==> src/rtl/issue_pkg.sv <==
// Shared types and constants for the instruction-issue block that feeds a
// multi-cycle CPU from a host-loaded queue.
package issue_pkg;

  typedef enum logic [1:0] {
    IDLE  = 2'd0,
    SETUP = 2'd1,
    PULSE = 2'd2,
    GAP   = 2'd3
  } issue_state_t;

  localparam int unsigned DEF_DEPTH        = 8;
  localparam int unsigned DEF_PULSE_CYCLES = 5;
  localparam int unsigned DEF_GAP_CYCLES   = 5;

  localparam int unsigned WORD_W   = 32;
  localparam int unsigned ISSUED_W = 8;

  localparam logic [5:0] OP_RTYPE = 6'h00;
  localparam logic [5:0] OP_LW    = 6'h23;

endpackage

==> src/rtl/instr_issue_if.sv <==
// Host/CPU-facing signal bundle of instr_issue; the host side is the master.
interface instr_issue_if #(
  parameter int unsigned DEPTH = issue_pkg::DEF_DEPTH
);
  localparam int unsigned CNT_W = $clog2(DEPTH) + 1;

  logic                        wr_en;
  logic [issue_pkg::WORD_W-1:0] wr_data;
  logic                        start;
  logic                        full;
  logic [CNT_W-1:0]            count;
  logic [issue_pkg::WORD_W-1:0] instrword;
  logic                        newinstr;
  logic                        busy;
  logic                        done;
  logic                        overflow;
  logic [issue_pkg::ISSUED_W-1:0] issued;

  modport master (
    output wr_en, wr_data, start,
    input  full, count, instrword, newinstr, busy, done, overflow, issued
  );

  modport slave (
    input  wr_en, wr_data, start,
    output full, count, instrword, newinstr, busy, done, overflow, issued
  );
endinterface

==> src/rtl/instr_fifo.sv <==
// Power-of-two instruction queue with registered count/full and a
// combinational head word.
module instr_fifo
  import issue_pkg::*;
#(
  parameter int unsigned DEPTH = DEF_DEPTH
) (
  input  logic                     clk,
  input  logic                     rst,
  input  logic                     push,
  input  logic [WORD_W-1:0]        push_data,
  input  logic                     pop,
  output logic [WORD_W-1:0]        head,
  output logic [$clog2(DEPTH):0]   count,
  output logic                     full
);
  localparam int unsigned AW    = $clog2(DEPTH);
  localparam int unsigned CNT_W = AW + 1;

  logic [WORD_W-1:0] mem [DEPTH];
  logic [AW-1:0]     wr_ptr;
  logic [AW-1:0]     rd_ptr;
  logic              push_ok;
  logic              pop_ok;
  logic [CNT_W-1:0]  count_d;

  // Writes while full are dropped here; the caller flags the overflow.
  assign push_ok = push & ~full;
  assign pop_ok  = pop & (count != '0);
  assign count_d = count + CNT_W'(push_ok) - CNT_W'(pop_ok);
  assign head    = mem[rd_ptr];

  always_ff @(posedge clk or posedge rst) begin
    if (rst) begin
      wr_ptr <= '0;
      rd_ptr <= '0;
      count  <= '0;
      full   <= 1'b0;
    end else begin
      if (push_ok) wr_ptr <= wr_ptr + AW'(1);
      if (pop_ok)  rd_ptr <= rd_ptr + AW'(1);
      count <= count_d;
      full  <= (count_d == CNT_W'(DEPTH));
    end
  end

  // Storage carries no reset; only the pointers define validity.
  always_ff @(posedge clk) begin
    if (push_ok) mem[wr_ptr] <= push_data;
  end

endmodule

==> src/rtl/instr_issue.sv <==
// Drains queued instruction words to a multi-cycle CPU as a SETUP/PULSE/GAP
// handshake: word loaded in SETUP, newinstr held for the pulse, then a gap.
module instr_issue
  import issue_pkg::*;
#(
  parameter int unsigned DEPTH        = DEF_DEPTH,
  parameter int unsigned PULSE_CYCLES = DEF_PULSE_CYCLES,
  parameter int unsigned GAP_CYCLES   = DEF_GAP_CYCLES
) (
  input logic          _clock,
  input logic          _reset,
  instr_issue_if.slave bus
);
  localparam int unsigned CNT_W   = $clog2(DEPTH) + 1;
  localparam int unsigned MAX_CYC = (PULSE_CYCLES > GAP_CYCLES) ? PULSE_CYCLES : GAP_CYCLES;
  localparam int unsigned CYC_W   = $clog2(MAX_CYC) + 1;

  issue_state_t      state;
  issue_state_t      state_d;
  logic [CYC_W-1:0]  cyc_q;
  logic [CYC_W-1:0]  cyc_d;
  logic              pop_c;
  logic              done_d;
  logic              issue_c;
  logic              push_ok_c;
  logic [WORD_W-1:0] head;
  logic [CNT_W-1:0]  fifo_count;
  logic              fifo_full;

  instr_fifo #(.DEPTH(DEPTH)) u_fifo (
    .clk       (_clock),
    .rst       (_reset),
    .push      (bus.wr_en),
    .push_data (bus.wr_data),
    .pop       (pop_c),
    .head      (head),
    .count     (fifo_count),
    .full      (fifo_full)
  );

  assign bus.count = fifo_count;
  assign bus.full  = fifo_full;
  assign push_ok_c = bus.wr_en & ~fifo_full;

  always_ff @(posedge _clock or posedge _reset) begin
    if (_reset) begin
      state <= IDLE;
      cyc_q <= '0;
    end else begin
      state <= state_d;
      cyc_q <= cyc_d;
    end
  end

  // One down-counter times both PULSE and GAP, reloaded on entry to each.
  always_comb begin
    state_d = state;
    cyc_d   = cyc_q;
    pop_c   = 1'b0;
    done_d  = 1'b0;
    issue_c = 1'b0;
    case (state)
      IDLE: begin
        if (bus.start) begin
          if (fifo_count != '0) state_d = SETUP;
          else                  done_d  = 1'b1;
        end
      end
      SETUP: begin
        pop_c   = 1'b1;
        issue_c = 1'b1;
        state_d = PULSE;
        cyc_d   = CYC_W'(PULSE_CYCLES - 1);
      end
      PULSE: begin
        if (cyc_q == '0) begin
          state_d = GAP;
          cyc_d   = CYC_W'(GAP_CYCLES - 1);
        end else begin
          cyc_d = cyc_q - CYC_W'(1);
        end
      end
      GAP: begin
        if (cyc_q == '0) begin
          // A word arriving on this very edge still belongs to the drain.
          if ((fifo_count != '0) || push_ok_c) begin
            state_d = SETUP;
          end else begin
            state_d = IDLE;
            done_d  = 1'b1;
          end
        end else begin
          cyc_d = cyc_q - CYC_W'(1);
        end
      end
      default: state_d = IDLE;
    endcase
  end

  // newinstr lags the state by a cycle so it never moves with instrword.
  always_ff @(posedge _clock or posedge _reset) begin
    if (_reset) begin
      bus.instrword <= '0;
      bus.newinstr  <= 1'b0;
      bus.busy      <= 1'b0;
      bus.done      <= 1'b0;
      bus.overflow  <= 1'b0;
      bus.issued    <= '0;
    end else begin
      if (pop_c) bus.instrword <= head;
      bus.newinstr <= (state == PULSE);
      bus.busy     <= (state_d != IDLE);
      bus.done     <= done_d;
      bus.overflow <= bus.overflow | (bus.wr_en & fifo_full);
      bus.issued   <= bus.issued + ISSUED_W'(issue_c);
    end
  end

endmodule
==> src/flat_wrapper.sv <==
// flat-port wrapper written by rule: the top's interface ports become plain ports
module instr_issue_flat import issue_pkg::*;
#(
  parameter int unsigned DEPTH        = DEF_DEPTH,
  parameter int unsigned PULSE_CYCLES = DEF_PULSE_CYCLES,
  parameter int unsigned GAP_CYCLES   = DEF_GAP_CYCLES
)
  (_clock, _reset, bus_wr_en, bus_wr_data, bus_start, bus_full, bus_count, bus_instrword, bus_newinstr, bus_busy, bus_done, bus_overflow, bus_issued);
  instr_issue_if #(.DEPTH(DEPTH)) bus_i ();
  input logic _clock;
  input logic _reset;
  input wire logic [$bits(bus_i.wr_en)-1:0] bus_wr_en;
  input wire logic [$bits(bus_i.wr_data)-1:0] bus_wr_data;
  input wire logic [$bits(bus_i.start)-1:0] bus_start;
  output wire logic [$bits(bus_i.full)-1:0] bus_full;
  output wire logic [$bits(bus_i.count)-1:0] bus_count;
  output wire logic [$bits(bus_i.instrword)-1:0] bus_instrword;
  output wire logic [$bits(bus_i.newinstr)-1:0] bus_newinstr;
  output wire logic [$bits(bus_i.busy)-1:0] bus_busy;
  output wire logic [$bits(bus_i.done)-1:0] bus_done;
  output wire logic [$bits(bus_i.overflow)-1:0] bus_overflow;
  output wire logic [$bits(bus_i.issued)-1:0] bus_issued;
  assign bus_i.wr_en = bus_wr_en;
  assign bus_i.wr_data = bus_wr_data;
  assign bus_i.start = bus_start;
  assign bus_full = bus_i.full;
  assign bus_count = bus_i.count;
  assign bus_instrword = bus_i.instrword;
  assign bus_newinstr = bus_i.newinstr;
  assign bus_busy = bus_i.busy;
  assign bus_done = bus_i.done;
  assign bus_overflow = bus_i.overflow;
  assign bus_issued = bus_i.issued;
  instr_issue #(.DEPTH(DEPTH), .PULSE_CYCLES(PULSE_CYCLES), .GAP_CYCLES(GAP_CYCLES)) u_core (._clock(_clock), ._reset(_reset), .bus(bus_i));
endmodule
==> config.mk <==
export PLATFORM = sky130hd
export DESIGN_NAME = instr_issue_flat
export DESIGN_NICKNAME = d
export VERILOG_FILES = /design/src/rtl/issue_pkg.sv /design/src/rtl/instr_issue_if.sv /design/src/rtl/instr_fifo.sv /design/src/rtl/instr_issue.sv /design/src/flat_wrapper.sv
export SDC_FILE = /design/constraint.sdc
export NUM_CORES = 1
export LEC_CHECK = 0
export ABC_AREA = 0
export BUFFER_PORTS_ARGS = -buffer_cell sky130_fd_sc_hd__buf_2
export CORE_ASPECT_RATIO = 1.4
export CORE_MARGIN = 3
export CORE_UTILIZATION = 54
export DETAILED_ROUTE_END_ITERATION = 8
export HOLD_SLACK_MARGIN = 0.15
export PLACE_DENSITY_LB_ADDON = 0.15
export SYNTH_ARGS = -nofsm -noshare
export SYNTH_HDL_FRONTEND = slang
export SYNTH_SLANG_ARGS = --single-unit
==> constraint.sdc <==
create_clock -name _clock -period 3.45 [get_ports _clock]
set_clock_uncertainty 0.15 [all_clocks]
set_input_delay 0.69 -clock _clock [delete_from_list [all_inputs] [get_ports _clock]]
set_output_delay 0.69 -clock _clock [all_outputs]
set_load 0.01 [all_outputs]
After elaboration in Yosys (flattened, before gate mapping) --
Memories as Yosys holds them, arrays and structs flattened. A register that Yosys moved wholly into a read port is not among the register bits. Cells that the tools add are included.
Word-level totals: memories kept 1, output and inout bits 49, input port bits 36, register bits 29, memory bits (writable) 256
Cells by class: reductions and logical operators 7, eq/ne operators 5, bitwise logic cells 5, add/subtract/negate cells 6, mux-type cells 17
Memories:
- u_core.u_fifo.mem | words 8, bits a word 32, rd ports 1, clocked after Yosys merged registers in 1, wr ports 1, RTL line instr_fifo.sv:20 | logic [WORD_W-1:0] mem [DEPTH];
Operators with widths (count):
- $pmux W4 S3 | 1
- $add A8 B1 Y8 | 1
- $mux W1 | 8
- $mux W2 | 4
- $mux W4 | 2
- $pmux W2 S4 | 1
- $add A3 B1 Y3 const B | 2
- $add A4 B1 Y4 | 1
- $eq A2 B2 Y1 const B | 2
- $eq A4 B4 Y1 const B | 1
- $logic_not A4 Y1 | 1
- $reduce_bool A4 Y1 | 1
- $sub A4 B1 Y4 | 1
- $sub A4 B1 Y4 const B | 1
- $and A1 B1 Y1 | 3
- $reduce_bool A3 Y1 | 1
- $eq A2 B1 Y1 const B | 1
- $logic_not A2 Y1 | 1
- $ne A2 B2 Y1 const B | 1
- $pmux W1 S2 | 1
- $reduce_and A2 Y1 | 1
- $reduce_bool A2 Y1 | 1
- $logic_or A1 B1 Y1 | 1
- $not A1 Y1 | 1
- $or A1 B1 Y1 | 1

Depth between registers and ports, before layout --
depth after elaboration 7, gate-level depth with buffers 13, depth with buffers taken out 12

Cells and area by module --
Synthesis repeated with hierarchy kept, for this count alone.
Second synthesis, totals: cells, all modules 574, area total of the unflattened synthesis 12405.6 sq um
Modules (own cells, without submodules):
- instr_fifo | area an instance 10349.9 sq um, seq. area each 7962.6 sq um, cells an instance 431, instances 1
- instr_issue | area an instance 2055.7 sq um, seq. area each 1251.2 sq um, cells an instance 143, instances 1

Worst setup path after synthesis --
OpenSTA, ideal clock, no wires.
kind input to register, start input bus_wr_en, end memory u_core.u_fifo.mem[0][0] (enable), required time 2839 ps, stages on the path 3, arrival time 3460 ps, path buffers 0, setup slack -621 ps, cell sequence nor2b_1 > nand2b_1 > nor3_1
On the way: longest elaborated chain between the ends 3
RTL lines:
- from (decl) | RTL line flat_wrapper.sv:12 | input wire logic [$bits(bus_i.wr_en)-1:0] bus_wr_en;
- $and A1 B1 Y1 | RTL line instr_fifo.sv:28 | assign push_ok = push & ~full;
- $mux W1 | RTL line instr_fifo.sv:49 | if (push_ok) mem[wr_ptr] <= push_data;
- $mux W1 (implied by the code) | RTL line instr_fifo.sv:49
- to (decl) | RTL line instr_fifo.sv:20
No other way between the ends.

Final worst setup path --
start register u_core.u_fifo.count[2], end register u_core.u_fifo.full
On the way: longest elaborated chain between the ends 4, elaborated cells between the ends (all ways) 5
RTL lines:
- from (decl) | RTL line instr_fifo.sv:14 | output logic [$clog2(DEPTH):0] count,
- from (signal assigned) | RTL line instr_fifo.sv:42 | count <= count_d;
- $reduce_bool A4 Y1 | RTL line instr_fifo.sv:29 | assign pop_ok = pop & (count != '0);
- $and A1 B1 Y1 | RTL line instr_fifo.sv:29
- net u_core.u_fifo.pop_ok | RTL line instr_fifo.sv:24 | logic pop_ok;
- $sub A4 B1 Y4 | RTL line instr_fifo.sv:30 | assign count_d = count + CNT_W'(push_ok) - CNT_W'(pop_ok);
- net u_core.u_fifo.count_d[3] | RTL line instr_fifo.sv:25 | logic [CNT_W-1:0] count_d;
- $eq A4 B4 Y1 | RTL line instr_fifo.sv:43 | full <= (count_d == CNT_W'(DEPTH));
- to (signal assigned) | RTL line instr_fifo.sv:43
- to (decl) | RTL line instr_fifo.sv:15 | output logic full
The timed path passes the listed nets, and every way through them passes these cells. A chain may end at the register's enable or synchronous reset.

==> results_dict.tcl <==
set metrics [dict create \
    clk_latency_ns 0.53 \
    synthCells 609 \
    finalSetupTns_ns 0 \
    dr.pass1.iters 4 \
    yosys-top-cells-area "edfxtp_1 (63%), dfrtp_1 (13%), mux4_2 (12%)" \
    drive_gt1_frac 0.309 \
    ys_async_sr_fraction 0.192 \
    synthTopCellsByCount "edfxtp_1 (256), mux4_2 (64), dfrtp_1 (61), nor2_1 (42), a21oi_1 (37)" \
    drtIter0Drc 369 \
    max-cap-violations 0 \
    placementRows 64 \
    cts_tree "done" \
    grt_pass1_wl_um 35800 \
    finalMaxSlewViolations 0 \
    crit_path_end_kind "flop" \
    boundaryPins 85 \
    port_buffers 84 \
    cts_root_buf "clkbuf_16" \
    startpoint "u_core.u_fifo.count[2]$_DFF_PP0_" \
    vdd_drop_max_v 0.000507 \
    syn_nets 661 \
    cts_buffers 29 \
    wirelength_um 22200 \
    synth-edff-count 256 \
    worst-setup-path-type "flop to flop" \
    cp.required_ns 3.72 \
    worst_setup_path_start_kind "flop" \
    ctsResizeCount 0 \
    setup_ws_ns 0.569 \
    powerDensity_nw_per_um2 839 \
    synth_cell_types 36 \
    dp_hpwl_um 13700 \
    setup-violations-final 0 \
    p_sw_frac 0.301 \
    p_seq_frac 0.453 \
    power_frac_comb 0.293 \
    fmax_ghz 0.347 \
    grtUsageTotal 0.189 \
    clk_pin_slew_worst_paths_ns 0.06 \
    viasPerCell 5.65 \
    synth_top_area_frac 0.635 \
    hold_start "bus_wr_en" \
    worstMarginPinSlew_ns 0.695 \
    cts.sinks 317 \
    routabilityCongestion 0.735 \
    yosysTopAreaCell "edfxtp_1" \
    worstRegToRegCells 12 \
    nets 772 \
    finalCriticalPeriod_ns 2.88 \
    antenna_found_initial 0 \
    avgSynthCellArea_sq_um 19.9 \
    cts_setup_buffers 0 \
    period_share 0.835 \
    die_x_um 133 \
    die_h_um 183 \
    syn-cell-area_sq_um 12100 \
    rsz0062_at_grt "no" \
    hold_violations 0 \
    ys_seq_elements 317 \
    clock_path_buffers 3 \
    fillers 1573 \
    htree_levels 1 \
    clkPwrFrac 0.255 \
    yosys_warnings 0 \
    drcViolationCount 0 \
    ant_nets 0 \
    p_int_w 0.00819 \
    grt_pass1_vias 6355 \
    post_drt_wl_per_cell_um 21.4 \
    seqCellArea_sq_um 9220 \
    p_leak_nw 5.01 \
    num_antenna_cells 0 \
    cp_max_fo 6 \
    critical_path_arrival_ns 3.15 \
    core_sq_um 21900 \
    p_sw_w 0.00353 \
    pre_cts_ws_ns 0.358 \
    overflow 0 \
    slew_headroom 0.537 \
    worstReg2RegStart "u_core.u_fifo.count[2]$_DFF_PP0_" \
    die-area_sq_um 24300 \
    ys_seq_area_frac 0.761 \
    yosysMostFrequentCell "edfxtp_1" \
    synth_flop_cell "edfxtp_1" \
    area_growth_pct 15.3 \
    grt_max_degree 67 \
    final_core_util 0.637 \
    multi_input_area_sq_um 2800 \
    min_delay_path_depth 2 \
    hold_class "input pin to flop" \
    initial_core_util 0.552 \
    status "finished clean" \
    num_vias 5871 \
]
flip-flops by register name, summed over array words and instances (netlist names), 2 cells and up:
name	flops
u_core.cyc_q	4
u_core.u_fifo.wr_ptr	3
u_core.u_fifo.count	4
u_core.u_fifo.rd_ptr	3
u_core.bus.instrword	32
u_core.u_fifo.mem	256
u_core.bus.issued	8
u_core.state	2
path summary, 6_finish.rpt:
path                                                       end  slack [ns]
max                               u_core.u_fifo.full$_DFF_PP0_        0.57
min                              u_core.bus.overflow$_DFF_PP0_        0.23
max reg2reg                       u_core.u_fifo.full$_DFF_PP0_        0.57
min reg2reg                      u_core.bus.overflow$_DFF_PP0_        0.30
max in group asynchronous  u_core.u_fifo.rd_ptr[2]$_DFFE_PP0P_        1.86
min in group asynchronous       u_core.bus.issued[1]$_DFF_PP0_        0.59
worst max-delay path, cell delays in order (launching register included):
cell	delay [ns]
dfrtp_1	0.37
inv_1	0.08
ha_1	0.14
or3b_1	0.47
nand2_1	0.18
inv_1	0.06
ha_1	0.27
inv_1	0.04
ha_1	0.20
a21o_1	0.18
a21oi_1	0.18
xor2_1	0.22
nor4b_1	0.24
cells by family (layout without fill, tap and decap cells):
family | after synthesis | after routing | share of synthesized area
simple gates | 78 | 78 | 0.0292
xor+xnor | 11 | 11 | 0.00795
mux | 98 | 98 | 0.147
fa+ha+maj | 16 | 16 | 0.0171
compound gates | 49 | 49 | 0.0242
buf+inv | 40 | 173 | 0.0138
flops | 317 | 317 | 0.761
routing by layer:
layer  GRT usage  up-vias  part of all wire
met5           0        -                 0
met2       0.335      115              0.53
met1       0.250     3113              0.42
met4      0.0441        0             0.015
li1            -     2623                 -
met3      0.0291       20             0.040
metrics by stage:
stage	total power [W]	area (sq um)	hold slack [ns]	cells
after global routing	0.0124	14000	0.222	1039
after detailed placement	0.00890	13100	0.289	985
final	0.0117	14000	0.231	1039
after global placement	0.00877	13100	0.290	985
after CTS	0.0119	14000	0.202	1039
after floorplan	0.00771	12100	0.337	609
power by group through the flow:
stage / Combinational, W / Clock [W] / Sequential [W]
floorplan: 0.00239 / 0 / 0.00532
global placement: 0.00342 / 0 / 0.00536
CTS: 0.00351 / 0.00306 / 0.00532
detailed placement: 0.00350 / 0 / 0.00540
finish: 0.00343 / 0.00298 / 0.00531
global route: 0.00378 / 0.00321 / 0.00540
placed cells by master (no fill, tap or decap), types with 3 or more instances in the layout:
master,count
edfxtp_1,256
buf_2,84
mux4_2,64
dfrtp_1,58
a21oi_1,37
nor2_1,36
mux2i_1,33
clkbuf_16,29
buf_4,17
ha_1,14
inv_1,13
nand2_1,12
clkbuf_1,12
xnor2_1,7
clkinv_2,7
nand3_1,6
nor2_4,6
nand2b_1,4
xor2_1,4
buf_12,4
o21ai_0,3
clkbuf_8,3
area by class of cell:
cell class	instances	share of cell area
Sequential cell	317	0.660
Timing Repair Buffer	106	0.0457
Clock inverter	9	0.00519
Multi-Input combinational cell	252	0.201
Inverter	14	0.00376
Tap cell	297	0.0266
Clock buffer	44	0.0581
what timing repair did:
item                                    in CTS  in global routing
endpoints found under the setup margin       0                  0
endpoints found under the hold margin       21                  0
hold buffers                                 1                  0
Note: power is estimated with default switching activity, not from simulation.
